--- config.mk ---
export PLATFORM = sky130hd
export DESIGN_NAME = vliw_fwd_scoreboard
export DESIGN_NICKNAME = d
export VERILOG_FILES = /design/src/rtl/vliw_fwd_scoreboard_pkg.sv /design/src/rtl/vliw_src_match.sv /design/src/rtl/vliw_fwd_scoreboard.sv
export SDC_FILE = /design/constraint.sdc
export NUM_CORES = 1
export LEC_CHECK = 0
export ABC_CLOCK_PERIOD_IN_PS = 2660
export CELL_PAD_IN_SITES_DETAIL_PLACEMENT = 1
export CELL_PAD_IN_SITES_GLOBAL_PLACEMENT = 1
export CORE_ASPECT_RATIO = 1.5
export CORE_MARGIN = 2
export CORE_UTILIZATION = 42
export CTS_CLUSTER_SIZE = 20
export DETAILED_ROUTE_END_ITERATION = 8
export DONT_BUFFER_PORTS = 1
export PLACE_DENSITY = 0.81
export SLEW_MARGIN = 20
export SYNTH_ARGS = -nofsm -noshare
export SYNTH_HDL_FRONTEND = slang
export SYNTH_SLANG_ARGS = --single-unit
--- constraint.sdc ---
create_clock -name clk -period 2.66 [get_ports clk]
set_input_delay 0.399 -clock clk [delete_from_list [all_inputs] [get_ports clk]]
set_output_delay 0.399 -clock clk [all_outputs]
set_load 0.03 [all_outputs]
--- src/rtl/vliw_fwd_scoreboard_pkg.sv ---
// Shared definitions for the VLIW forwarding scoreboard.
//   - idx_w():      index width for a count of items (clog2, minimum 1)
//   - slot_rec_w(): width of one per-slot record inside a scoreboard entry
//   - FLD_*:        bit layout of a per-slot record {dst, is_load, we}
//   - STAGE_*:      stage encoding; entry k == stage k (EX=0, MEM=1, ...)
package vliw_fwd_scoreboard_pkg;

    localparam int unsigned STAGE_EX  = 0;
    localparam int unsigned STAGE_MEM = 1;

    // Per-slot record layout, LSB first.
    localparam int unsigned FLD_WE  = 0;
    localparam int unsigned FLD_LD  = 1;
    localparam int unsigned FLD_DST = 2;

    function automatic int unsigned idx_w(input int unsigned n);
        return (n <= 1) ? 1 : $clog2(n);
    endfunction

    function automatic int unsigned slot_rec_w(input int unsigned aw);
        return aw + FLD_DST;
    endfunction

endpackage

--- src/rtl/vliw_src_match.sv ---
// Matches one source operand against the whole scoreboard.
// Ports:
//   used     - source operand is read by the instruction
//   idx      - source register index
//   sb       - flattened scoreboard, entry k at [k*NUM_SLOTS*RW +: NUM_SLOTS*RW]
//   hit      - some in-flight write targets idx
//   stage    - entry of the selected producer (youngest entry wins)
//   slot     - slot of the selected producer (highest slot within that entry)
//   load_hit - selected producer is a load still in EX (load-use hazard)
module vliw_src_match
    import vliw_fwd_scoreboard_pkg::*;
#(
    parameter int unsigned NUM_SLOTS = 2,
    parameter int unsigned AW        = 3,
    parameter int unsigned DEPTH     = 3,
    parameter int unsigned ZERO_REG  = 0
) (
    input  logic                                       used,
    input  logic [AW-1:0]                              idx,
    input  logic [DEPTH*NUM_SLOTS*slot_rec_w(AW)-1:0]  sb,
    output logic                                       hit,
    output logic [idx_w(DEPTH)-1:0]                    stage,
    output logic [idx_w(NUM_SLOTS)-1:0]                slot,
    output logic                                       load_hit
);

    localparam int unsigned RW  = slot_rec_w(AW);
    localparam int unsigned SW  = idx_w(DEPTH);
    localparam int unsigned SLW = idx_w(NUM_SLOTS);

    logic cand;
    logic sel_ld;

    assign cand = used && ((ZERO_REG == 0) || (idx != '0));

    // Scan oldest-to-youngest and low-to-high slot; the last hit seen is the
    // youngest entry with the highest slot index inside it.
    always_comb begin : p_select
        int unsigned base;
        hit    = 1'b0;
        stage  = '0;
        slot   = '0;
        sel_ld = 1'b0;
        base   = 0;
        for (int k = int'(DEPTH) - 1; k >= 0; k--) begin
            for (int unsigned s = 0; s < NUM_SLOTS; s++) begin
                base = (int'(k) * NUM_SLOTS + s) * RW;
                if (cand && sb[base + FLD_WE] && (sb[base + FLD_DST +: AW] == idx)) begin
                    hit    = 1'b1;
                    stage  = SW'(k);
                    slot   = SLW'(s);
                    sel_ld = sb[base + FLD_LD];
                end
            end
        end
    end

    assign load_hit = hit && sel_ld && (stage == SW'(STAGE_EX));

endmodule

--- src/rtl/vliw_fwd_scoreboard.sv ---
// Forwarding and load-use hazard unit for an NUM_SLOTS-wide VLIW decode stage.
// Tracks in-flight destination writes for DEPTH post-decode stages and
// produces per-source forward selects plus a decode stall.
// Ports:
//   clk, reset      - clock, synchronous active-high reset
//   issue_*         - decode packet: valid, per-slot we/dst/is_load
//   src_used/idx    - two sources per slot, slot-major
//   flush           - squash the decode packet (wins over stall)
//   stall           - load-use hazard: hold PC and IF/ID, insert a bubble
//   fwd_valid/stage/slot - per-source forward select (0 when no match)
//   pkt_conflict    - sticky: a packet wrote the same register from two slots
//   stall_count     - saturating count of stall cycles
module vliw_fwd_scoreboard
    import vliw_fwd_scoreboard_pkg::*;
#(
    parameter int unsigned NUM_SLOTS = 2,
    parameter int unsigned AW        = 3,
    parameter int unsigned DEPTH     = 3,
    parameter int unsigned ZERO_REG  = 0,
    parameter int unsigned CNT_W     = 16
) (
    input  logic                                      clk,
    input  logic                                      reset,
    input  logic                                      issue_valid,
    input  logic [NUM_SLOTS-1:0]                      issue_we,
    input  logic [NUM_SLOTS*AW-1:0]                   issue_dst,
    input  logic [NUM_SLOTS-1:0]                      issue_is_load,
    input  logic [NUM_SLOTS*2-1:0]                    src_used,
    input  logic [NUM_SLOTS*2*AW-1:0]                 src_idx,
    input  logic                                      flush,
    output logic                                      stall,
    output logic [NUM_SLOTS*2-1:0]                    fwd_valid,
    output logic [NUM_SLOTS*2*idx_w(DEPTH)-1:0]       fwd_stage,
    output logic [NUM_SLOTS*2*idx_w(NUM_SLOTS)-1:0]   fwd_slot,
    output logic                                      pkt_conflict,
    output logic [CNT_W-1:0]                          stall_count
);

    localparam int unsigned RW   = slot_rec_w(AW);
    localparam int unsigned EW   = NUM_SLOTS * RW;
    localparam int unsigned SW   = idx_w(DEPTH);
    localparam int unsigned SLW  = idx_w(NUM_SLOTS);
    localparam int unsigned NSRC = NUM_SLOTS * 2;

    logic [DEPTH-1:0][EW-1:0] sb_q, sb_d;
    logic                     pkt_conflict_q, pkt_conflict_d;
    logic [CNT_W-1:0]         stall_count_q, stall_count_d;

    logic [EW-1:0]   pkt;
    logic [NSRC-1:0] load_hit;
    logic            accept;
    logic            dup;

    for (genvar i = 0; i < NSRC; i++) begin : g_src
        vliw_src_match #(
            .NUM_SLOTS (NUM_SLOTS),
            .AW        (AW),
            .DEPTH     (DEPTH),
            .ZERO_REG  (ZERO_REG)
        ) u_match (
            .used     (src_used[i]),
            .idx      (src_idx[i*AW +: AW]),
            .sb       (sb_q),
            .hit      (fwd_valid[i]),
            .stage    (fwd_stage[i*SW +: SW]),
            .slot     (fwd_slot[i*SLW +: SLW]),
            .load_hit (load_hit[i])
        );
    end

    assign stall  = issue_valid && !flush && (|load_hit);
    assign accept = issue_valid && !stall && !flush;

    // Pack the decode packet into the scoreboard record layout.
    always_comb begin
        pkt = '0;
        for (int unsigned s = 0; s < NUM_SLOTS; s++) begin
            pkt[s*RW + FLD_WE]        = issue_we[s];
            pkt[s*RW + FLD_LD]        = issue_is_load[s];
            pkt[s*RW + FLD_DST +: AW] = issue_dst[s*AW +: AW];
        end
    end

    // Two slots of one packet writing the same (non-hardwired) register.
    always_comb begin
        dup = 1'b0;
        for (int unsigned i = 0; i < NUM_SLOTS; i++) begin
            for (int unsigned j = i + 1; j < NUM_SLOTS; j++) begin
                if (issue_we[i] && issue_we[j]
                    && (issue_dst[i*AW +: AW] == issue_dst[j*AW +: AW])
                    && ((ZERO_REG == 0) || (issue_dst[i*AW +: AW] != '0))) begin
                    dup = 1'b1;
                end
            end
        end
    end

    always_comb begin
        sb_d[0] = accept ? pkt : '0;
        for (int unsigned k = 1; k < DEPTH; k++) begin
            sb_d[k] = sb_q[k-1];
        end
        pkt_conflict_d = pkt_conflict_q || (accept && dup);
        stall_count_d  = stall_count_q;
        if (stall && (stall_count_q != '1)) begin
            stall_count_d = stall_count_q + CNT_W'(1);
        end
    end

    always_ff @(posedge clk) begin
        if (reset) begin
            sb_q           <= '0;
            pkt_conflict_q <= 1'b0;
            stall_count_q  <= '0;
        end else begin
            sb_q           <= sb_d;
            pkt_conflict_q <= pkt_conflict_d;
            stall_count_q  <= stall_count_d;
        end
    end

    assign pkt_conflict = pkt_conflict_q;
    assign stall_count  = stall_count_q;

endmodule

==> out/qor.yml <==
coreArea_sq_um: 7180
crit_arrival_ns: 2.30
synthFlopType: "dfxtp_1"
ir_drop_uv: 259
max-clock-path-buffers: 2
tritoncts: "done"
root_buffer: "clkbuf_8"
p_per_area_nw_per_um2: 367
grt-ovfl-total: 0
min_path_type: "in -> reg"
whs_path_depth: 1
crit_slowest_cell: "or4_1"
dp_hpwl_microns: 6960
place_ws_ns: -0.0806
synth.area.top_cells: "dfxtp_1, xor2_1, nor2b_1"
violations: "negative setup slack"
path_cells: "xor2_1 > or4_1 > a22o_1 > o21ai_4 > a21oi_1 > buf_4"
grt_usage_pct: 22.0
syn_avg_cell_area_sq_um: 8.07
ys_ff_latch: 43
htree_levels: 2
synth-edff-count: 0
antennaDiodeCount: 0
reg2reg_depth: 7
ff_latch_area_sq_um: 863
rsz0062_at_grt: "true"
critPathMaxFanout: 5
final-hold-violation-count: 0
dr.pass1.iters: 4
first_iter_violations: 40
wirelength_microns: 8820
grt_max_degree: 48
vias_per_cell: 5.45
finalWeightedCongestion: 0.902
synth-async-reset-ratio_pct: 0
path_delay_family: "compound AO/OA/AOI/OAI gates"
syn_nets: 414
relSlewSlack_pct: 48.7
worstSetupPathDepth: 6
vias: 2594
fin_crit_sh_pct: 101
start_util_pct: 43.0
synth.distinct_cells: 43
crit_path_max_incr_delay_ns: 0.60
synth_cells: 383
setup_viol: 1
layout_setup_ws_ns: -0.0380
cts.sinks: 43
clkTransAtPathRegs_ns: 0.08
drive_gt1_share_pct: 15.7
route.detailed.drc: 0
clk_latency_ns: 0.30
dieWidth_microns: 74.0
nets: 407
finalSetupTns_ns: -0.0380
worstSetupPathType: "reg -> out"
yosysWarnings: 0
postCtsHoldBufs: 0
power_leakage_nw: 1.38
antenna_found_initial: 0
grt_pass1_wl_microns: 13500
synth_top_area_cell: "dfxtp_1"
ioPinCount: 64
synth_area_sq_um: 3090
numPortBuffers: 0
avgRoutedWirePerCell_microns: 18.5
ys_seq_area_share_pct: 27.9
cp_data_required_time_ns: 2.26
multiInputGateArea_sq_um: 1970
fp-row-count: 38
critical_path_buf_inv_count: 1
die_area_sq_um: 8070
cts_buffers: 5
fmax_mhz: 371
yosysTopAreaCellShare_pct: 27.9
maxCapViolations: 0
skew_ns: 0.00702
end_kind: "output pin"
period_minus_slack_ns: 2.70
synthToLayoutAreaGrowth_pct: 7.13
cp-start-kind: "flop"
nFillCells: 879
worst_slew_pin_slew_ns: 0.762
ant_nets: 0
die_y_microns: 109
grt_pass1_vias: 2706
status: "finished with violations"
slew_violations: 0
-- timing repair --
action                     CTS  global route
pin swaps                    1             2
setup buffers                0             2
setup endpoints to repair    5             4
resized for setup            3             1
-- layout by cell type, fill, tap and decap left out, types with 5 or more instances in the layout --
| master | Yosys | routed |
|---|---|---|
| buf_4 | 9 | 28 |
| dfxtp_1 | 43 | 41 |
| a21oi_1 | 11 | 11 |
| nand2_1 | 19 | 19 |
| mux2_2 | 9 | 9 |
| or4_1 | 5 | 5 |
| nor2_1 | 44 | 44 |
| inv_1 | 12 | 12 |
| a211oi_1 | 7 | 7 |
| nor2b_1 | 34 | 34 |
| nand3_1 | 18 | 18 |
| xor2_1 | 58 | 58 |
| clkbuf_8 | 0 | 6 |
| nand4_1 | 8 | 8 |
| nor3_1 | 14 | 14 |
| xnor2_1 | 17 | 17 |
-- kinds of logic (layout without fill, tap and decap cells) --
family	count (synthesis)	in the layout	share of synthesized area, %
buf+inv	54	47	8.75
mux	13	13	4.74
compound gates	41	41	10.1
flops	43	43	27.9
fa+ha+maj	1	1	0.405
xor+xnor	75	75	21.3
simple gates	156	156	26.9
-- worst reg2reg max path: stages, from the launching register on --
cell and delay, ns:
dfxtp_1 0.42, xor2_1 0.14, or4_1 0.56, o22ai_2 0.27, o21ai_4 0.11, buf_4 0.16
a2111oi_0 0.49, mux2_2 0.40
-- cells in the mapped netlist, drive strengths merged, types with 11 or more instances --
master / n
a21oi: 11
buf: 27
clkbuf: 15
dfxtp: 43
inv: 12
mux2: 13
nand2: 19
nand3: 19
nor2: 44
nor2b: 34
nor3: 14
xnor2: 17
xor2: 58
-- final timing paths --
| kind | end | slack, ns | start |
|---|---|---|---|
| min | sb_q[28] | 0.17 | reset |
| min reg2reg | sb_d[24] | 0.53 | sb_d[14] |
| max | stall | -0.04 | sb_d[19] |
| max reg2reg | stall_count[15] | 0 | sb_d[12] |
-- state kept, by name, indices dropped and copies added, names as in the netlist --
name          flops
sb_q              8
pkt_conflict      1
sb_d             18
stall_count      16
-- power breakdown --
| part | internal (mW) | switching (mW) | total [mW] |
|---|---|---|---|
| sequential | 0.651 | 0.0143 | 0.665 |
| clock | 0.209 | 0.234 | 0.443 |
| combinational | 0.0523 | 0.0552 | 0.108 |
| total | 0.912 | 0.304 | 1.22 |
-- stage by stage --
stage | util, % | std cells | instance area, sq um | hold slack, ns | total power, mW
6_report | 46.1 | 476 | 3310 | 0.172 | 1.22
5_1_grt | 46.1 | 476 | 3310 | 0.156 | 1.27
4_1_cts | 45.8 | 474 | 3290 | 0.157 | 1.22
3_5_place_dp | 44.4 | 467 | 3180 | 0.479 | 0.786
3_3_place_gp | 44.4 | 467 | 3180 | 0.476 | 0.779
2_1_floorplan | - | 383 | 3090 | 0.487 | 0.801
-- cell type report --
class	count	area share, %
multi-input combinational	286	59.7
tap	100	3.78
inverter	12	1.36
clock buffer	6	2.50
timing repair buffer	28	6.35
clock inverter	1	0.265
sequential	43	26.1
-- routing by layer --
layer	share of wire (%)	GRT usage [%]	wire (microns)	up-vias
li1	-	-	-	1247
met1	37	21.3	3260	1278
met2	58	44.9	5110	56
met3	3.3	4.07	291	13
met4	1.8	6.49	159	0
met5	0	0	0	-
Note: power is estimated with default switching activity, not from simulation.
